`config.mk`:
```
export PLATFORM = sky130hd
export DESIGN_NAME = snn_spike_encoder_flat
export DESIGN_NICKNAME = d
export VERILOG_FILES = /design/src/rtl/snn_spike_encoder_if.sv /design/src/rtl/snn_spike_encoder.sv /design/src/flat_wrapper.sv
export SDC_FILE = /design/constraint.sdc
export NUM_CORES = 1
export LEC_CHECK = 0
export ABC_AREA = 0
export CAP_MARGIN = 5
export CORE_MARGIN = 5
export CORE_UTILIZATION = 54
export DETAILED_ROUTE_END_ITERATION = 8
export GPL_TIMING_DRIVEN = 0
export PLACE_DENSITY = 0.78
export REMOVE_ABC_BUFFERS = 1
export SLEW_MARGIN = 20
export SYNTH_ARGS = -nofsm -noshare
export SYNTH_HDL_FRONTEND = slang
export SYNTH_HIERARCHICAL = 1
export SYNTH_SLANG_ARGS = --single-unit
```
`constraint.sdc`:
```
create_clock -name clk -period 3.7 [get_ports clk]
set_input_delay 0.74 -clock clk [delete_from_list [all_inputs] [get_ports clk]]
set_output_delay 0.74 -clock clk [all_outputs]
set_load 0.005 [all_outputs]
```
`src/rtl/snn_spike_encoder_if.sv`:
```
// ---------------------------------------------------------------------------
// snn_spike_encoder_if
//   Sample handshake bundle between the sensor front end and the spike
//   encoder. One transfer happens on a rising clock edge where both
//   sample_valid and sample_ready are high.
//
//   sample_valid  producer -> encoder  sample pair offered
//   sample_ready  encoder  -> producer encoder can accept a sample
//   sample_a      producer -> encoder  primary sensor, signed 16b
//   sample_b      producer -> encoder  secondary sensor, signed 16b
//
//   master : sample producer
//   slave  : spike encoder
// ---------------------------------------------------------------------------
interface snn_spike_encoder_if;
    logic               sample_valid;
    logic               sample_ready;
    logic signed [15:0] sample_a;
    logic signed [15:0] sample_b;

    modport master (
        output sample_valid,
        output sample_a,
        output sample_b,
        input  sample_ready
    );

    modport slave (
        input  sample_valid,
        input  sample_a,
        input  sample_b,
        output sample_ready
    );
endinterface

```
`src/rtl/snn_spike_encoder.sv`:
```
// ---------------------------------------------------------------------------
// snn_spike_encoder
//   Reflex-path front end. Takes signed sensor sample pairs over a
//   valid/ready handshake and produces three single-cycle spike trains:
//     drift  : |a - baseline| > drift_thresh   (baseline = EMA of a)
//     spread : |a - b|        > spread_thresh
//     shock  : |a - a_prev|   > shock_thresh
//   Each channel has its own refractory counter (counted in samples) so a
//   sustained condition yields a spike rate instead of a level.
//
//   Sample flow: IDLE (accept) -> CALC (magnitudes) -> FIRE (compare,
//   refractory, history update) -> IDLE. One sample every 3 cycles.
//
//   Ports
//     clk, rst        clock (rising), asynchronous active-high reset
//     smp             sample handshake (slave side)
//     shock_thresh    unsigned threshold, shock channel
//     drift_thresh    unsigned threshold, drift channel
//     spread_thresh   unsigned threshold, spread channel
//     refractory      samples suppressed after a channel fires (0 = none)
//     spike_drift     one-cycle spike pulse
//     spike_spread    one-cycle spike pulse
//     spike_shock     one-cycle spike pulse
// ---------------------------------------------------------------------------

// ---------------------------------------------------------------------------
// snn_enc_chan
//   One spike channel: strict threshold compare gated by a refractory
//   counter. Evaluated only on the FIRE cycle; hold_i freezes the channel
//   (no fire, counter untouched), used while history is being primed.
//
//   Ports
//     clk, rst        clock, asynchronous active-high reset
//     eval_i          FIRE cycle strobe
//     hold_i          suppress this evaluation entirely
//     mag_i           17-bit unsigned magnitude
//     thresh_i        16-bit unsigned threshold
//     refractory_i    reload value for the refractory counter
//     spike_o         registered one-cycle spike
// ---------------------------------------------------------------------------
module snn_enc_chan #(
    parameter int REFRACT_W = 8
) (
    input  logic                 clk,
    input  logic                 rst,
    input  logic                 eval_i,
    input  logic                 hold_i,
    input  logic [16:0]          mag_i,
    input  logic [15:0]          thresh_i,
    input  logic [REFRACT_W-1:0] refractory_i,
    output logic                 spike_o
);
    logic [REFRACT_W-1:0] refr_q, refr_d;
    logic                 spike_q, spike_d;
    logic                 fire;

    always_comb begin
        fire    = eval_i && !hold_i && (refr_q == '0) && (mag_i > {1'b0, thresh_i});
        refr_d  = refr_q;
        spike_d = fire;
        if (eval_i && !hold_i) begin
            if (fire)
                refr_d = refractory_i;
            else if (refr_q != '0)
                refr_d = refr_q - REFRACT_W'(1);
        end
    end

    always_ff @(posedge clk or posedge rst) begin
        if (rst) begin
            refr_q  <= '0;
            spike_q <= 1'b0;
        end else begin
            refr_q  <= refr_d;
            spike_q <= spike_d;
        end
    end

    assign spike_o = spike_q;
endmodule

module snn_spike_encoder #(
    parameter int EMA_SHIFT = 4,
    parameter int REFRACT_W = 8
) (
    input  logic                 clk,
    input  logic                 rst,
    snn_spike_encoder_if.slave   smp,
    input  logic [15:0]          shock_thresh,
    input  logic [15:0]          drift_thresh,
    input  logic [15:0]          spread_thresh,
    input  logic [REFRACT_W-1:0] refractory,
    output logic                 spike_drift,
    output logic                 spike_spread,
    output logic                 spike_shock
);
    localparam int NUM_CH = 3;
    localparam int CH_DRIFT  = 0;
    localparam int CH_SPREAD = 1;
    localparam int CH_SHOCK  = 2;

    typedef enum logic [1:0] {
        IDLE = 2'd0,
        CALC = 2'd1,
        FIRE = 2'd2
    } state_t;

    state_t state_q, state_d;

    logic        ready_q, ready_d;
    logic [15:0] a_q, a_d;
    logic [15:0] b_q, b_d;
    logic [15:0] prev_q, prev_d;
    logic [15:0] base_q, base_d;
    logic        primed_q, primed_d;

    logic [NUM_CH-1:0][16:0] mag_q, mag_d;
    logic [NUM_CH-1:0][15:0] thresh;
    logic [NUM_CH-1:0]       hold;
    logic [NUM_CH-1:0]       spike;

    logic        accept;
    logic [16:0] ema_diff;

    // |x - y| of two signed 16-bit values; the 17-bit difference cannot
    // overflow and its two's-complement negation fits 17 unsigned bits.
    function automatic logic [16:0] absdiff(input logic [15:0] x, input logic [15:0] y);
        logic [16:0] d;
        d = {x[15], x} - {y[15], y};
        return d[16] ? (~d + 17'd1) : d;
    endfunction

    assign accept = (state_q == IDLE) && smp.sample_valid;

    // ---------------- FSM ----------------
    always_comb begin
        state_d = state_q;
        unique case (state_q)
            IDLE:    if (accept) state_d = CALC;
            CALC:    state_d = FIRE;
            FIRE:    state_d = IDLE;
            default: state_d = IDLE;
        endcase
        // ready is registered: high exactly while the next state is IDLE
        ready_d = (state_d == IDLE);
    end

    always_ff @(posedge clk or posedge rst) begin
        if (rst) begin
            state_q <= IDLE;
            ready_q <= 1'b1;
        end else begin
            state_q <= state_d;
            ready_q <= ready_d;
        end
    end

    // ---------------- datapath ----------------
    // Baseline step difference; arithmetic shift rounds toward -inf, and
    // the updated baseline lies between old baseline and a, so the low
    // 16 bits of the sum are exact.
    assign ema_diff = {a_q[15], a_q} - {base_q[15], base_q};

    always_comb begin
        a_d      = a_q;
        b_d      = b_q;
        prev_d   = prev_q;
        base_d   = base_q;
        primed_d = primed_q;
        mag_d    = mag_q;

        if (accept) begin
            a_d = smp.sample_a;
            b_d = smp.sample_b;
        end

        if (state_q == CALC) begin
            mag_d[CH_DRIFT]  = absdiff(a_q, base_q);
            mag_d[CH_SPREAD] = absdiff(a_q, b_q);
            mag_d[CH_SHOCK]  = absdiff(a_q, prev_q);
        end

        if (state_q == FIRE) begin
            prev_d   = a_q;
            primed_d = 1'b1;
            // first sample seeds the baseline directly instead of filtering
            if (primed_q)
                base_d = base_q + 16'($signed(ema_diff) >>> EMA_SHIFT);
            else
                base_d = a_q;
        end
    end

    always_ff @(posedge clk or posedge rst) begin
        if (rst) begin
            a_q      <= '0;
            b_q      <= '0;
            prev_q   <= '0;
            base_q   <= '0;
            primed_q <= 1'b0;
            mag_q    <= '0;
        end else begin
            a_q      <= a_d;
            b_q      <= b_d;
            prev_q   <= prev_d;
            base_q   <= base_d;
            primed_q <= primed_d;
            mag_q    <= mag_d;
        end
    end

    // ---------------- channels ----------------
    // Shock and drift compare against history, which is meaningless until
    // the first sample has been seen; spread needs no history.
    always_comb begin
        thresh[CH_DRIFT]  = drift_thresh;
        thresh[CH_SPREAD] = spread_thresh;
        thresh[CH_SHOCK]  = shock_thresh;
        hold[CH_DRIFT]    = !primed_q;
        hold[CH_SPREAD]   = 1'b0;
        hold[CH_SHOCK]    = !primed_q;
    end

    for (genvar c = 0; c < NUM_CH; c++) begin : g_ch
        snn_enc_chan #(
            .REFRACT_W (REFRACT_W)
        ) u_ch (
            .clk          (clk),
            .rst          (rst),
            .eval_i       (state_q == FIRE),
            .hold_i       (hold[c]),
            .mag_i        (mag_q[c]),
            .thresh_i     (thresh[c]),
            .refractory_i (refractory),
            .spike_o      (spike[c])
        );
    end

    assign smp.sample_ready = ready_q;
    assign spike_drift      = spike[CH_DRIFT];
    assign spike_spread     = spike[CH_SPREAD];
    assign spike_shock      = spike[CH_SHOCK];
endmodule

```
`src/flat_wrapper.sv`:
```
// flat-port wrapper written by rule: the top's interface ports become plain ports
module snn_spike_encoder_flat 
#(
    parameter int EMA_SHIFT = 4,
    parameter int REFRACT_W = 8
)
  (clk, rst, shock_thresh, drift_thresh, spread_thresh, refractory, spike_drift, spike_spread, spike_shock, smp_sample_valid, smp_sample_a, smp_sample_b, smp_sample_ready);
  snn_spike_encoder_if smp_i ();
  input  logic clk;
  input  logic rst;
  input  logic [15:0] shock_thresh;
  input  logic [15:0] drift_thresh;
  input  logic [15:0] spread_thresh;
  input  logic [REFRACT_W-1:0] refractory;
  output logic spike_drift;
  output logic spike_spread;
  output logic spike_shock;
  input wire logic [$bits(smp_i.sample_valid)-1:0] smp_sample_valid;
  input wire logic [$bits(smp_i.sample_a)-1:0] smp_sample_a;
  input wire logic [$bits(smp_i.sample_b)-1:0] smp_sample_b;
  output wire logic [$bits(smp_i.sample_ready)-1:0] smp_sample_ready;
  assign smp_i.sample_valid = smp_sample_valid;
  assign smp_i.sample_a = smp_sample_a;
  assign smp_i.sample_b = smp_sample_b;
  assign smp_sample_ready = smp_i.sample_ready;
  snn_spike_encoder #(.EMA_SHIFT(EMA_SHIFT), .REFRACT_W(REFRACT_W)) u_core (.clk(clk), .rst(rst), .smp(smp_i), .shock_thresh(shock_thresh), .drift_thresh(drift_thresh), .spread_thresh(spread_thresh), .refractory(refractory), .spike_drift(spike_drift), .spike_spread(spike_spread), .spike_shock(spike_shock));
endmodule
```
# Word level (Yosys, flattened, before mapping)
# Index checks and enable logic that the tools add are counted.
dict set report op_classes {
  n_addsub 10
  n_lt_le_gt_ge 3
  eq_ne 2
  mux 12
  bitwise_logic 3
  n_reduce_logical 22
}
# op count
set ops {}
lappend ops {{adder 17 x 1 -> 17 bit, second input constant} 3}
lappend ops {{greater-than comparator 17 x 16 -> 1 bit} 3}
lappend ops {{2-to-1 mux 17 bit} 3}
lappend ops {{NOT 17 bit} 3}
lappend ops {{subtractor 16 x 16 -> 17 bit} 3}
lappend ops {{2-to-1 mux 8 bit} 6}
lappend ops {{zero test 8 bit} 3}
lappend ops {{nonzero test 8 bit} 3}
lappend ops {{subtractor 8 x 1 -> 8 bit, second input constant} 3}
lappend ops {{adder 16 bit} 1}
lappend ops {{2-to-1 mux 16 bit} 1}
lappend ops {{logical AND 1 bit} 8}
lappend ops {{AND reduction 2 bit} 3}
lappend ops {{nonzero test 2 bit} 3}
lappend ops {{zero test 2 bit} 2}
lappend ops {{one-hot mux 2 bit (2 select lines)} 1}
lappend ops {{equality test 2 x 1 -> 1 bit, second input constant} 1}
lappend ops {{equality test 2 bit, second input constant} 1}
lappend ops {{2-to-1 mux 2 bit} 1}
dict set report word_totals {
  regBits 146
  inputBits 91
  output_inout_bits 4
  elab_cells 68
}

# Longest topological paths before layout
# Gate-level depths: netlist of the first run.
dict set report logic_depth {
  word_depth 6
  ltp_mapped 18
  mapped_depth_nobuf 18
}

# Modules after synthesis
# The synthesis of the first run kept the hierarchy.
# mod instances cells_per_inst area_per_inst_um2 seq_area_each_um2
set by_module_without_submodules {}
lappend by_module_without_submodules {snn_spike_encoder 1 978 8553.2 2979.1}
lappend by_module_without_submodules {snn_enc_chan 3 103 928.4 225.2}

# Worst setup path after synthesis of the first run
# No wires, ideal clock.
dict set report synth_timing {
  path_kind {register to register}
  startpoint {register u_core.a_q[1]}
  endpoint {register u_core.base_q[15]}
  setup_ns 0.140
  arrival_time_ns 3.714
  required_ns 3.560
  slack_ns -0.154
  stages_incl_launch_ff 18
  period_less_slack_ns 3.854
  cell_sequence {dfrtp_1 inv_1 fa_1 nand2b_1 a21oi_1 o31ai_2 and2b_1 xnor2_1 ha_1 o21ai_0 a21oi_1 o41ai_1 or2_2 a211o_1 a31oi_1 xnor2_1 a21oi_1 a2bb2oi_1}
}
dict set report synth_between {
  elab_chain_cells 3
}
# element line_no
set synth_lines {}
lappend synth_lines {{from (decl)} snn_spike_encoder.sv:111} ;# logic [15:0] a_q, a_d;
lappend synth_lines {{from (signal assigned)} snn_spike_encoder.sv:196} ;# a_q <= '0;
lappend synth_lines {{from (signal assigned)} snn_spike_encoder.sv:203} ;# a_q <= a_d;
lappend synth_lines {{subtractor 16 x 16 -> 17 bit} snn_spike_encoder.sv:162} ;# assign ema_diff = {a_q[15], a_q} - {base_q[15], base_q};
lappend synth_lines {{adder 16 bit} snn_spike_encoder.sv:188} ;# base_d = base_q + 16'($signed(ema_diff) >>> EMA_SHIFT);
lappend synth_lines {{2-to-1 mux 16 bit} snn_spike_encoder.sv:187} ;# if (primed_q)
lappend synth_lines {{to (signal assigned)} snn_spike_encoder.sv:206} ;# base_q <= base_d;
lappend synth_lines {{to (decl)} snn_spike_encoder.sv:114} ;# logic [15:0] base_q, base_d;
# No other way between the ends.
# A chain may end at the register's enable or synchronous reset.

# Worst setup path in the final report of the first run
dict set report layout_timing {
  startpoint {register u_core.a_q[0]}
  endpoint {register u_core.base_q[15]}
}
# Same word-level chain as after synthesis.

==> results of run 1 <==
-- state kept, by name (all words and copies together) (netlist names) --
name,cells
u_core/mag_q,51
u_core/g_ch.u_ch/refr_q,24
u_core/a_q,16
u_core/b_q,16
u_core/base_q,16
u_core/prev_q,16
u_core/g_ch.u_ch/spike_o,3
u_core/state_q,2
u_core/primed_q,1
u_core/smp.sample_ready,1
-- cell families (layout without fill, tap and decap cells) --
family,after synthesis,in the layout,share of synthesized area [%]
AND/OR/NAND/NOR,366,366,16.3
flip-flops,146,146,32.2
multiplexers,32,32,3.27
adder cells (fa/ha/maj),124,124,13.9
AO/OA/AOI/OAI,351,351,20.6
buffers and inverters,164,313,5.64
other,1,2,0.0331
XOR/XNOR,103,103,7.96
-- power by group through the flow --
stage          registers (mW)  logic, mW  clock network, mW
4_1_cts                  2.81       10.0               1.71
3_5_place_dp             2.82       8.76                  0
5_1_grt                  2.89       12.4               1.78
3_3_place_gp             2.80       8.43                  0
2_1_floorplan            2.62       7.22                  0
6_report                 2.83       11.3               1.69
-- layer usage --
| layer | track usage [%] | vias up | part of all wire, % |
|---|---|---|---|
| met4 | 6.31 | 2 | 2.2 |
| met5 | 0 | - | 0.065 |
| met3 | 4.95 | 53 | 5.1 |
| met1 | 29.4 | 4774 | 42 |
| met2 | 40.2 | 275 | 50 |
| li1 | - | 4810 | - |
-- worst max-delay path, cell delays in order (launching register included) --
cell and delay [ps]:
sky130_fd_sc_hd__dfrtp_1 390, sky130_fd_sc_hd__inv_2 70, sky130_fd_sc_hd__ha_4 170, sky130_fd_sc_hd__fa_2 390, sky130_fd_sc_hd__nand2b_4 160, sky130_fd_sc_hd__a21oi_4 220, sky130_fd_sc_hd__nor3_2 90, sky130_fd_sc_hd__xor2_1 210
sky130_fd_sc_hd__buf_4 160, sky130_fd_sc_hd__inv_4 40, sky130_fd_sc_hd__ha_4 270, sky130_fd_sc_hd__o21ai_1 90, sky130_fd_sc_hd__o21bai_2 200, sky130_fd_sc_hd__o41ai_2 110, sky130_fd_sc_hd__or2_4 280, sky130_fd_sc_hd__a211o_1 320
sky130_fd_sc_hd__a31oi_4 180, sky130_fd_sc_hd__xnor2_2 140, sky130_fd_sc_hd__a21oi_1 80, sky130_fd_sc_hd__a2bb2oi_1 160
-- repair_timing --
item	in CTS	in global routing
setup endpoints to repair	10	26
pin swaps	22	40
setup buffers	32	19
gates resized for setup	53	39
hold buffers	0	0
gates cloned	0	0
-- Yosys cell counts (13+ instances only) --
master and number:
sky130_fd_sc_hd__xor2_1 42, sky130_fd_sc_hd__a21o_2 22, sky130_fd_sc_hd__xnor2_1 61, sky130_fd_sc_hd__dfrtp_1 145, sky130_fd_sc_hd__inv_1 131, sky130_fd_sc_hd__nor3_1 23
sky130_fd_sc_hd__nand3_1 23, sky130_fd_sc_hd__nand2_1 152, sky130_fd_sc_hd__mux2_2 16, sky130_fd_sc_hd__clkbuf_1 23, sky130_fd_sc_hd__nor2_1 68, sky130_fd_sc_hd__a31oi_1 14
sky130_fd_sc_hd__a21o_1 13, sky130_fd_sc_hd__ha_1 120, sky130_fd_sc_hd__o21ai_0 126, sky130_fd_sc_hd__a21oi_1 75
-- area by class of cell --
cell class / count / share of cell area, %
Clock buffer: 18 / 3.06
Clock inverter: 13 / 0.991
Inverter: 135 / 3.69
Multi-Input combinational cell: 978 / 53.8
Sequential cell: 146 / 26.1
Tap cell: 275 / 2.45
Timing Repair Buffer: 147 / 9.83
-- per-stage QoR --
stage               worst slack [ps]  power [mW]  area (µm²)  hold slack (ps)
floorplan                       -396        9.84       11200              450
global placement               -2360        11.2       12500              466
detailed placement              -827        11.6       12600              473
CTS                             -111        14.6       13700              487
global route                    -309        17.1       14000              522
finish                          -182        15.8       14000              488
-- worst max-delay path by stage --
stage	slack, ps	end	from	depth (start not counted)
floorplan	-400	u_core/a_q[10]	smp_sample_valid	2
global placement	-2360	u_core/b_q[5]	smp_sample_valid	4
detailed placement	-830	u_core/base_q[15]	u_core/a_q[1]	16
CTS	-110	u_core/mag_q[14]	u_core/a_q[0]	23
global route	-310	u_core/base_q[15]	u_core/a_q[0]	17
finish	-180	u_core/base_q[15]	u_core/a_q[0]	19
==> results.py, run 1 <==
metrics = {
    "layout": {
        "num_antenna_cells": 0,
        "final_cell_mix": "sky130_fd_sc_hd__nand2_1, sky130_fd_sc_hd__dfrtp_1, sky130_fd_sc_hd__inv_1, sky130_fd_sc_hd__o21ai_0, sky130_fd_sc_hd__ha_1",
        "share_of_post_route_cells_with_drive_strength_above_1_pct": 16.7,
        "register_area_mm2": 0.00367,
        "leading_cell_type_in_the_layout_fill_and_taps_excluded": "sky130_fd_sc_hd__nand2_1",
        "final_cells": 1712,
        "total_area_of_multi_input_combinational_cells_mm2": 0.00755,
        "area_growth_pct": 23.7,
        "design.final.nets": 1640,
        "final_core_util_pct": 67.3,
        "final.fill_count": 1598,
    },
    "timing": {
        "fmax_mhz": 258,
        "finalMaxSlewViolations": 0,
        "tns_ps": -420,
        "final_number_of_hold_violating_endpoints": 0,
        "postLayoutSetupSlackWorst_ps": -182,
        "worst_pin_slew_ps": 858,
        "period_needed_ps": 3880,
        "timing.final.setup_violations": 5,
        "fin_skew_ps": 16.1,
        "slew-limit-headroom_pct": 42.8,
        "grt_setup_unrepaired": "yes",
        "finalCritPeriodShare_pct": 105,
    },
    "floorplanning": {
        "die_x_um": 155,
        "die_area_mm2": 0.0240,
        "core.rowCount": 53,
        "initial_utilization_pct": 54.5,
        "dieHeight_um": 155,
        "pin_count": 95,
        "fp.coreArea_mm2": 0.0208,
    },
    "detailed_routing": {
        "detailed_route_drc_error_count": 0,
        "post_drt_wl_per_cell_um": 17.0,
        "final_antenna_net_count": 0,
        "first_pass_iters": 5,
        "totalWireLength_mm": 29.1,
        "viasPerCell": 5.79,
        "initialDrtViolationCount": 860,
        "dr_total_vias": 9914,
    },
    "place": {
        "place.port_buffers": 94,
        "dpl.hpwl_mm": 19.9,
        "gp_congestion": 0.857,
        "dp.cells": 1634,
    },
    "pwr": {
        "share_seq_of_total_power_pct": 17.9,
        "cell_internal_pwr_mw": 8.52,
        "comb_pwr_share_pct": 71.5,
        "pwr_density_cell_mw_per_mm2": 1130,
        "leak_pwr_nw": 6.38,
        "irDropWorstVdd_v": 0.000561,
        "p_sw_mw": 7.31,
        "power.share.switching_pct": 46.2,
        "pwr-share-clk_pct": 10.7,
    },
    "grt": {
        "grt_usage_pct": 23.2,
        "grt_pass1_wl_mm": 45.9,
        "grt_antenna_before_repair": 1,
        "via_count_of_the_first_global_routing_pass": 9615,
        "grt_overflow_total": 0,
        "grt_max_degree": 82,
    },
    "worst_setup_path": {
        "crit_path_start_kind": "register",
        "critPathArrivalTime_ps": 4170,
        "worst-path-max-fanout": 4,
        "r2r-end": "u_core/base_q[15]",
        "crit_type": "reg2reg",
        "r2r_setup_slk_ps": -180,
        "cp-end-kind": "register",
        "r2r_start": "u_core/a_q[0]",
        "timing.critical_path.required_ps": 3990,
        "r2r.worst_path.cells": 19,
    },
    "synthesis": {
        "synth_area_leader_cell": "sky130_fd_sc_hd__dfrtp_1",
        "yosys_warning_count": 6,
        "synth_top_cells_by_area": "sky130_fd_sc_hd__dfrtp_1, sky130_fd_sc_hd__ha_1, sky130_fd_sc_hd__o21ai_0, sky130_fd_sc_hd__nand2_1, sky130_fd_sc_hd__xnor2_1",
        "synth-edff-count": 0,
        "async_flop_share_pct": 100,
        "synth_cell_area_mm2": 0.0113,
        "synth.lib_cells_used.distinct": 97,
        "syn_area_per_cell_um2": 8.81,
        "synthesized_instance_count": 1287,
        "seq_area_frac_synth_pct": 32.2,
        "synth.top_cell.area_share_pct": 32.0,
        "most_used_flip_flop_cell_after_synthesis": "sky130_fd_sc_hd__dfrtp_1",
        "ys_ff_latch": 146,
    },
    "cts": {
        "clock_tree_from_tritoncts": "built",
        "clkLatencyLatePin_ps": 430,
        "clkSinkCount": 146,
        "h-tree-depth": 4,
        "cts.root.buffer_cell": "sky130_fd_sc_hd__clkbuf_16",
        "cts_made_buffers": 17,
        "cts.path.max_buffers": 2,
        "worst_setup_hold_path_clk_slew_ps": 70,
    },
    "status": {
        "run_status": "complete, but fails checks",
        "failed_checks": "setup timing",
    },
    "min_path": {
        "worst_hold_startpoint": "u_core/mag_q[17]",
        "min_delay_worst_endpoint": "u_core/mag_q[17]",
        "hp-class": "reg2reg",
        "min_delay_path_depth": 2,
    },
    "job": {
        "drv.max_cap_violation_count": 0,
    },
}
Note: power is estimated with default switching activity, not from simulation.
==> inputs of run 2 (changes only) <==
Settings changed: CTS_CLUSTER_SIZE set to 25.
==> results of run 2 <==
No change in the layout: final DEF, timing and power equal those of run 1.
